[config.mk]
export PLATFORM = sky130hd
export DESIGN_NAME = regfile_sb_flat
export DESIGN_NICKNAME = d
export VERILOG_FILES = /design/src/rtl/rose_pkg.sv /design/src/rtl/regfile_sb_if.sv /design/src/rtl/regfile_sb_rdport.sv /design/src/rtl/regfile_sb.sv /design/src/flat_wrapper.sv
export SDC_FILE = /design/constraint.sdc
export NUM_CORES = 1
export LEC_CHECK = 0
export ABC_CLOCK_PERIOD_IN_PS = 3400
export CAP_MARGIN = 20
export CORE_UTILIZATION = 43
export CTS_CLUSTER_SIZE = 12
export DETAILED_ROUTE_END_ITERATION = 8
export PLACE_DENSITY_LB_ADDON = 0.05
export SYNTH_ARGS = -nofsm -noshare
export SYNTH_HDL_FRONTEND = slang
export SYNTH_HIERARCHICAL = 1
export SYNTH_SLANG_ARGS = --single-unit
export TNS_END_PERCENT = 100
[constraint.sdc]
create_clock -name clk -period 3.4 [get_ports clk]
set_clock_uncertainty 0.2 [all_clocks]
set_input_delay 0.68 -clock clk [delete_from_list [all_inputs] [get_ports clk]]
set_output_delay 0.68 -clock clk [all_outputs]
set_load 0.02 [all_outputs]
[src/rtl/rose_pkg.sv]
// rose_pkg: shared register-file constants and address type for the Rose datapath
package rose_pkg;
    localparam int DATA_W_DEF = 16;
    localparam int ADDR_W_DEF = 3;
    localparam int ZERO_REG   = 0;
    typedef logic [ADDR_W_DEF-1:0] reg_addr_t;
endpackage

[src/rtl/regfile_sb_if.sv]
// regfile_sb_if: writeback, reserve and dual read-port bundle of the scoreboarded register file
interface regfile_sb_if #(
    parameter int DATA_W = rose_pkg::DATA_W_DEF,
    parameter int ADDR_W = rose_pkg::ADDR_W_DEF
);
    logic              wr_en;
    logic [ADDR_W-1:0] wr_addr;
    logic [DATA_W-1:0] wr_data;
    logic              rsv_en;
    logic [ADDR_W-1:0] rsv_addr;
    logic              rsv_err;
    logic [ADDR_W-1:0] rd_addr_a;
    logic [ADDR_W-1:0] rd_addr_b;
    logic [DATA_W-1:0] rd_data_a;
    logic [DATA_W-1:0] rd_data_b;
    logic              busy_a;
    logic              busy_b;
    modport master (
        output wr_en, wr_addr, wr_data, rsv_en, rsv_addr, rd_addr_a, rd_addr_b,
        input  rsv_err, rd_data_a, rd_data_b, busy_a, busy_b
    );
    modport slave (
        input  wr_en, wr_addr, wr_data, rsv_en, rsv_addr, rd_addr_a, rd_addr_b,
        output rsv_err, rd_data_a, rd_data_b, busy_a, busy_b
    );
endinterface

[src/rtl/regfile_sb_rdport.sv]
// regfile_sb_rdport: registered read port; REGFILE_BYPASS_EN forwards same-cycle writeback and reserve
module regfile_sb_rdport
    import rose_pkg::*;
#(
    parameter int DATA_W = DATA_W_DEF,
    parameter int ADDR_W = ADDR_W_DEF
) (
    input  logic                                clk,
    input  logic                                clear,
    input  logic [ADDR_W-1:0]                   i_addr,
    input  logic [2**ADDR_W-1:0][DATA_W-1:0]    i_vals,
    input  logic [2**ADDR_W-1:0]                i_busy,
    input  logic [2**ADDR_W-1:0]                i_busy_nxt,
    input  logic                                i_wr,
    input  logic [ADDR_W-1:0]                   i_wr_addr,
    input  logic [DATA_W-1:0]                   i_wr_data,
    output logic [DATA_W-1:0]                   o_data,
    output logic                                o_busy
);
    logic [DATA_W-1:0] w_data;
    logic              w_busy;
    logic              w_unused;
`ifdef REGFILE_BYPASS_EN
    assign w_unused = ^i_busy;
    // forward writeback data and the post-update busy bit
    always_comb begin
        w_data = (i_wr && i_wr_addr == i_addr) ? i_wr_data : i_vals[i_addr];
        w_busy = i_busy_nxt[i_addr];
    end
`else
    assign w_unused = ^{i_busy_nxt, i_wr, i_wr_addr, i_wr_data};
    // read-before-write: pre-edge array contents and busy bit
    always_comb begin
        w_data = i_vals[i_addr];
        w_busy = i_busy[i_addr];
    end
`endif
    // register the selected data; the zero register always reads as idle zero
    always_ff @(posedge clk) begin
        if (clear || i_addr == ADDR_W'(ZERO_REG)) begin
            o_data <= '0;
            o_busy <= 1'b0;
        end else begin
            o_data <= w_data;
            o_busy <= w_busy;
        end
    end
endmodule

[src/rtl/regfile_sb.sv]
// regfile_sb: register file with per-register busy scoreboard; optional bypass via REGFILE_BYPASS_EN
module regfile_sb
    import rose_pkg::*;
#(
    parameter int DATA_W = DATA_W_DEF,
    parameter int ADDR_W = ADDR_W_DEF
) (
    input logic         clk,
    input logic         clear,
    regfile_sb_if.slave bus
);
    localparam int DEPTH = 2**ADDR_W;
    logic [DEPTH-1:0][DATA_W-1:0] r_vals;
    logic [DEPTH-1:0]             r_busy;
    logic [DEPTH-1:0]             w_busy_nxt;
    logic                         r_rsv_err;
    logic                         w_wr;
    logic                         w_rsv_req;
    logic                         w_rsv_ok;
    assign w_wr      = bus.wr_en && bus.wr_addr != ADDR_W'(ZERO_REG);
    assign w_rsv_req = bus.rsv_en && bus.rsv_addr != ADDR_W'(ZERO_REG);
    assign w_rsv_ok  = w_rsv_req && (!r_busy[bus.rsv_addr] || (w_wr && bus.wr_addr == bus.rsv_addr));
    assign bus.rsv_err = r_rsv_err;
    // writeback releases its register, an accepted reserve claims one; reserve wins on a tie
    always_comb begin
        w_busy_nxt = r_busy;
        if (w_wr) w_busy_nxt[bus.wr_addr] = 1'b0;
        if (w_rsv_ok) w_busy_nxt[bus.rsv_addr] = 1'b1;
    end
    // array, scoreboard and reject pulse update; clear drops everything including pending writes
    always_ff @(posedge clk) begin
        if (clear) begin
            r_vals    <= '0;
            r_busy    <= '0;
            r_rsv_err <= 1'b0;
        end else begin
            if (w_wr) r_vals[bus.wr_addr] <= bus.wr_data;
            r_busy    <= w_busy_nxt;
            r_rsv_err <= w_rsv_req && !w_rsv_ok;
        end
    end
    regfile_sb_rdport #(.DATA_W(DATA_W), .ADDR_W(ADDR_W)) u_rd_a (
        .clk(clk), .clear(clear), .i_addr(bus.rd_addr_a), .i_vals(r_vals), .i_busy(r_busy),
        .i_busy_nxt(w_busy_nxt), .i_wr(w_wr), .i_wr_addr(bus.wr_addr), .i_wr_data(bus.wr_data),
        .o_data(bus.rd_data_a), .o_busy(bus.busy_a)
    );
    regfile_sb_rdport #(.DATA_W(DATA_W), .ADDR_W(ADDR_W)) u_rd_b (
        .clk(clk), .clear(clear), .i_addr(bus.rd_addr_b), .i_vals(r_vals), .i_busy(r_busy),
        .i_busy_nxt(w_busy_nxt), .i_wr(w_wr), .i_wr_addr(bus.wr_addr), .i_wr_data(bus.wr_data),
        .o_data(bus.rd_data_b), .o_busy(bus.busy_b)
    );
endmodule

[src/flat_wrapper.sv]
// flat-port wrapper written by rule: the top's interface ports become plain ports
module regfile_sb_flat import rose_pkg::*;
#(
    parameter int DATA_W = DATA_W_DEF,
    parameter int ADDR_W = ADDR_W_DEF
)
  (clk, clear, bus_wr_en, bus_wr_addr, bus_wr_data, bus_rsv_en, bus_rsv_addr, bus_rd_addr_a, bus_rd_addr_b, bus_rsv_err, bus_rd_data_a, bus_rd_data_b, bus_busy_a, bus_busy_b);
  regfile_sb_if #(.DATA_W(DATA_W), .ADDR_W(ADDR_W)) bus_i ();
  input logic clk;
  input logic clear;
  input wire logic [$bits(bus_i.wr_en)-1:0] bus_wr_en;
  input wire logic [$bits(bus_i.wr_addr)-1:0] bus_wr_addr;
  input wire logic [$bits(bus_i.wr_data)-1:0] bus_wr_data;
  input wire logic [$bits(bus_i.rsv_en)-1:0] bus_rsv_en;
  input wire logic [$bits(bus_i.rsv_addr)-1:0] bus_rsv_addr;
  input wire logic [$bits(bus_i.rd_addr_a)-1:0] bus_rd_addr_a;
  input wire logic [$bits(bus_i.rd_addr_b)-1:0] bus_rd_addr_b;
  output wire logic [$bits(bus_i.rsv_err)-1:0] bus_rsv_err;
  output wire logic [$bits(bus_i.rd_data_a)-1:0] bus_rd_data_a;
  output wire logic [$bits(bus_i.rd_data_b)-1:0] bus_rd_data_b;
  output wire logic [$bits(bus_i.busy_a)-1:0] bus_busy_a;
  output wire logic [$bits(bus_i.busy_b)-1:0] bus_busy_b;
  assign bus_i.wr_en = bus_wr_en;
  assign bus_i.wr_addr = bus_wr_addr;
  assign bus_i.wr_data = bus_wr_data;
  assign bus_i.rsv_en = bus_rsv_en;
  assign bus_i.rsv_addr = bus_rsv_addr;
  assign bus_i.rd_addr_a = bus_rd_addr_a;
  assign bus_i.rd_addr_b = bus_rd_addr_b;
  assign bus_rsv_err = bus_i.rsv_err;
  assign bus_rd_data_a = bus_i.rd_data_a;
  assign bus_rd_data_b = bus_i.rd_data_b;
  assign bus_busy_a = bus_i.busy_a;
  assign bus_busy_b = bus_i.busy_b;
  regfile_sb #(.DATA_W(DATA_W), .ADDR_W(ADDR_W)) u_core (.clk(clk), .clear(clear), .bus(bus_i));
endmodule
# == Word-level counts from Yosys, hierarchy flattened ==
# Index checks and enable logic that the tools add are counted.
# classes
mux,19
magnitude_cmp,6
n_reduce_logical,16
eq_ne,1
n_bitwise,3
# op_table
cell,n
$bwmux W128,1
$bmux W16 S3,2
$demux W16 S3,1
$mux W16,3
$lt A3 B4 Y1 const B,4
$mux W8,2
$bmux W1 S3,3
$and A8 B8 Y8,1
$not A8 Y8,1
$or A8 B8 Y8,1
$logic_and A1 B1 Y1,7
$demux W1 S3,2
$ge A3 B1 Y1 const B,2
$logic_not A3 Y1,2
$reduce_bool A3 Y1,2
$mux W1,5
$eq A3 B3 Y1,1
$logic_or A1 B1 Y1,3
$logic_not A1 Y1,2
# totals
out_inout_bits,35
register_bits,171
word_cells,59
input_bits,32

# == Depth between registers and ports, before layout ==
# depth
depth_word,9
mapped_depth,7

# == Hierarchy ==
# Netlist, hierarchy kept.
# modules_own_cells
module,n_inst,cells_each,area_per_inst_um2,seq_area_each_um2
regfile_sb,1,602,5098.6,2742.6
regfile_sb_rdport,2,138,1485.2,340.3

# == Worst setup path after synthesis ==
# OpenSTA, ideal clock, no wires.
# synth_timing
path_type,input-to-reg
start,input port bus_wr_en
end,register u_core.r_busy[4]
setup_ns,0.130
arrival_time_ns,1.641
cell_stages,7
path_buffers,3
slack_ns,1.430
cell_sequence,buf_4 -> nand2_4 -> or3_1 -> buf_6 -> buf_6 -> nand3b_1 -> o31ai_2
# synth_between
elab_chain_cells,5
word_cells_on_any_way,7
cone_classes,2 x mux; 1 x bitwise; 4 x reduce/logical
# synth_lines
element,line,rtl
start: declaration,flat_wrapper.sv:11,input wire logic [$bits(bus_i.wr_en)-1:0] bus_wr_en;
$logic_and A1 B1 Y1 *,regfile_sb.sv:20,assign w_wr = bus.wr_en && bus.wr_addr != ADDR_W'(ZERO_REG);
$logic_and A1 B1 Y1,regfile_sb.sv:22,assign w_rsv_ok = w_rsv_req && (!r_busy[bus.rsv_addr] || (w_wr && bus.wr_addr == bus.rsv_addr));
$logic_or A1 B1 Y1,regfile_sb.sv:22,
$logic_and A1 B1 Y1,regfile_sb.sv:22,
$mux W8 *,regfile_sb.sv:28,if (w_rsv_ok) w_busy_nxt[bus.rsv_addr] = 1'b1;
end signal: assignment,regfile_sb.sv:38,r_busy <= w_busy_nxt;
end: declaration,regfile_sb.sv:14,logic [DEPTH-1:0] r_busy;
# Mark *: on every way between the ends. The rest lies on a longest branch, timed or not.
# A chain may end at the register's enable or synchronous reset.

# == Worst setup path after layout ==
# layout_timing
start,input port bus_wr_addr[0]
end,register u_core.r_busy[5]
# layout_between
elab_chain_cells,9
word_cells_on_any_way,16
cone_classes,2 x order compare; 1 x eq/ne; 4 x mux; 3 x bitwise; 6 x reduce/logical
# layout_lines
element,line,rtl
start: declaration,flat_wrapper.sv:12,input wire logic [$bits(bus_i.wr_addr)-1:0] bus_wr_addr;
$lt A3 B4 Y1 (not written as such) or $ge A3 B1 Y1 (tied branches),regfile_sb.sv:27,if (w_wr) w_busy_nxt[bus.wr_addr] = 1'b0;
$logic_and A1 B1 Y1 (not written as such),regfile_sb.sv:27,
$mux W1 (not written as such),regfile_sb.sv:27,
$demux W1 S3,n/a,
$not A8 Y8 (no line),n/a,
$and A8 B8 Y8 (no line),n/a,
$mux W8,regfile_sb.sv:27,
$or A8 B8 Y8 (no line),n/a,
$mux W8 *,regfile_sb.sv:28,
# Marked as above.

==> impl_metrics.ini <==
[floorplan]
initial_core_util_pct = 43.8
core_area_sq_mm = 0.0172
die_x_um = 134
die_area_sq_mm = 0.0181
io_pins = 67
num_rows = 48
fp.dieH_um = 134

[clock_tree]
cts_tree = built
ctsLongestPathBuffers = 2
clk_latency_ns = 0.42
cts_hold_buf = 0
clk_pin_slew_ns = 0.06
cts_sinks = 155
cts-htree-levels = 4
cts-root-buf = clkbuf_16
cts_buffers = 17
cts_resized = 0
post_cts_buffers = 0

[placement]
port_buffers = 66
routabilityCongestion = 0.803
dp_hpwl_um = 14000

[power]
pwr-share-clk_pct = 41.9
p_int_w = 0.00310
power.total_w = 0.00419
power.leakage_nw = 3.13
ir_worst_vdd_mv = 0.373
p_sw_w = 0.00108
powerDensity_mw_per_mm2 = 477
switching_share_pct = 25.9
seqPwrFrac_pct = 45.5
power_frac_comb_pct = 12.6

[layout]
synthToLayoutAreaGrowth_pct = 16.4
nets = 908
drive_above_1_share_pct = 20.2
fillers = 1565
antenna_cells = 0

[timing]
min_period_over_period_pct = 75.0
setup_viol = 0
slew_headroom_pct = 31.8
fmax_ghz = 0.392
maxSlewViolCount = 0
post-route-min-period_ns = 2.55
whs_ns = 0.265
fin_setup_tns_ns = 0
hold_viol = 0
rsz0062_at_grt = no
tightest_slew_ns = 1.02

[detailed_routing]
firstDrtPassIters = 5
viasPerCell = 5.72
routedWlPerCell_um = 19.9
ant_nets = 0
first_iter_violations = 498
route.detailed.drc = 0
wl_um = 22100
vias = 6369

[setup_path]
criticalPathCategory = input pin to register
path_max_fanout = 17
critPathLaunchType = input pin
critical_path_arrival_ns = 2.62
crit_path_start = bus_wr_addr[0]
reg2reg_slack_ns = 1.85
r2r_end = u_core/bus.rsv_err$_SDFF_PP0_
worstPathRequired_ns = 3.47
rr_worst_depth = 4
crit_buf_inv = 1
critical_path.top_delay_family = simple AND/OR/NAND/NOR gates
cp_slowest_stage_delay_ns = 0.77
crit_chain = clkdlybuf4s50_1 > nor2b_2 > nand3_2 > nand3b_1 > o41ai_1
cp_slowest_cell = clkdlybuf4s50_1
worst_r2r_startpoint = u_core/r_busy[7]$_SDFF_PP0_
crit_path_end_kind = register

[job]
maxCapViolations = 0

[synthesis]
syn_nets = 864
syn-cell-area_sq_mm = 0.00755
syn_inst = 832
syn_avg_cell_area_sq_um = 9.07
synth_warnings = 6

[global_routing]
grtUsageTotal_pct = 25.3
grt_start_max_net_pins = 88
antenna_found_initial = 0
grt_pass1_vias = 6200
grt_overflow = 0
grt_pass1_wl_um = 34200

[min_path]
hold_path.class = register to register
min_from = u_core/r_vals[123]$_SDFFE_PP0P_
min_to = u_core/r_vals[123]$_SDFFE_PP0P_
min_path_cells = 2

[run_status]
status = complete, no violations
==> registers in the layout (all words and copies together) (netlist names) <==
name / flops
u_core/r_vals: 112
u_core/u_rd_a/o_data: 16
u_core/u_rd_b/o_data: 16
u_core/r_busy: 8
u_core/bus.rsv_err: 1
u_core/u_rd_a/o_busy: 1
u_core/u_rd_b/o_busy: 1
==> through the flow <==
step	utilization (%)	setup WS, ns	instance area, sq um	instances
3_5_place_dp	47.8	0.480	8240	1082
3_3_place_gp	47.8	0.524	8240	1082
4_1_cts	51.0	0.920	8790	1114
5_1_grt	51.0	0.736	8790	1114
2_1_floorplan	-	1.43	7550	832
6_report	51.0	0.850	8790	1114
==> how the worst max path moves through the flow <==
stage / end / slack, ns / cells past startpoint
6_report: u_core/r_busy[5]$_SDFF_PP0_ / 0.85 / 5
3_3_place_gp: u_core/r_busy[5]$_SDFF_PP0_ / 0.52 / 5
2_1_floorplan: u_core/r_busy[4]$_SDFF_PP0_ / 1.43 / 7
4_1_cts: u_core/r_busy[4]$_SDFF_PP0_ / 0.92 / 5
5_1_grt: u_core/r_busy[5]$_SDFF_PP0_ / 0.74 / 5
3_5_place_dp: u_core/r_busy[4]$_SDFF_PP0_ / 0.48 / 5
==> routing by layer <==
metal	vias to the layer above	routed length, um	GRT usage (%)
met4	0	461	9.43
met5	-	0	0
li1	3037	-	-
met3	30	1310	4.73
met2	209	10100	40.2
met1	3093	10200	34.0
==> power by group through the flow <==
stage / Sequential [W] / Clock, W / Combinational (W)
after floorplan: 0.00197 / 0 / 0.000307
after global placement: 0.00194 / 0 / 0.000517
after CTS: 0.00191 / 0.00180 / 0.000525
after global routing: 0.00191 / 0.00188 / 0.000561
after detailed placement: 0.00195 / 0 / 0.000525
final: 0.00191 / 0.00175 / 0.000528
==> final cells by class <==
class | count | area (sq um) | area share (%)
clock inverter | 12 | 97.6 | 1.11
clock buffer | 20 | 447 | 5.08
sequential | 155 | 3100 | 35.3
timing repair buffer | 92 | 876 | 9.97
inverter | 1 | 3.75 | 0.0427
tap | 225 | 282 | 3.20
multi-input combinational | 609 | 3980 | 45.3
==> cells in the final DEF, fill, tap and decap left out, types with 4 or more instances in the layout <==
cell type / n
o22ai_1: 35
buf_4: 24
mux2i_1: 38
nand2_2: 4
clkdlybuf4s50_1: 62
mux2_2: 56
dfxtp_1: 155
clkbuf_16: 17
mux2_4: 6
nand2b_1: 5
nand3b_1: 6
mux2_1: 6
o41ai_1: 4
a2111oi_2: 28
a21oi_1: 146
nand2_1: 228
nor2_2: 4
a2111oi_1: 6
clkinv_2: 7
==> worst reg2reg max path, stage by stage, from the launching register on <==
cell and delay (ns):
dfxtp_1 0.39, mux2i_1 0.10, o22ai_1 0.27, a2bb2oi_4 0.30, and4bb_1 0.23
Power figures use the tool's default switching activity.
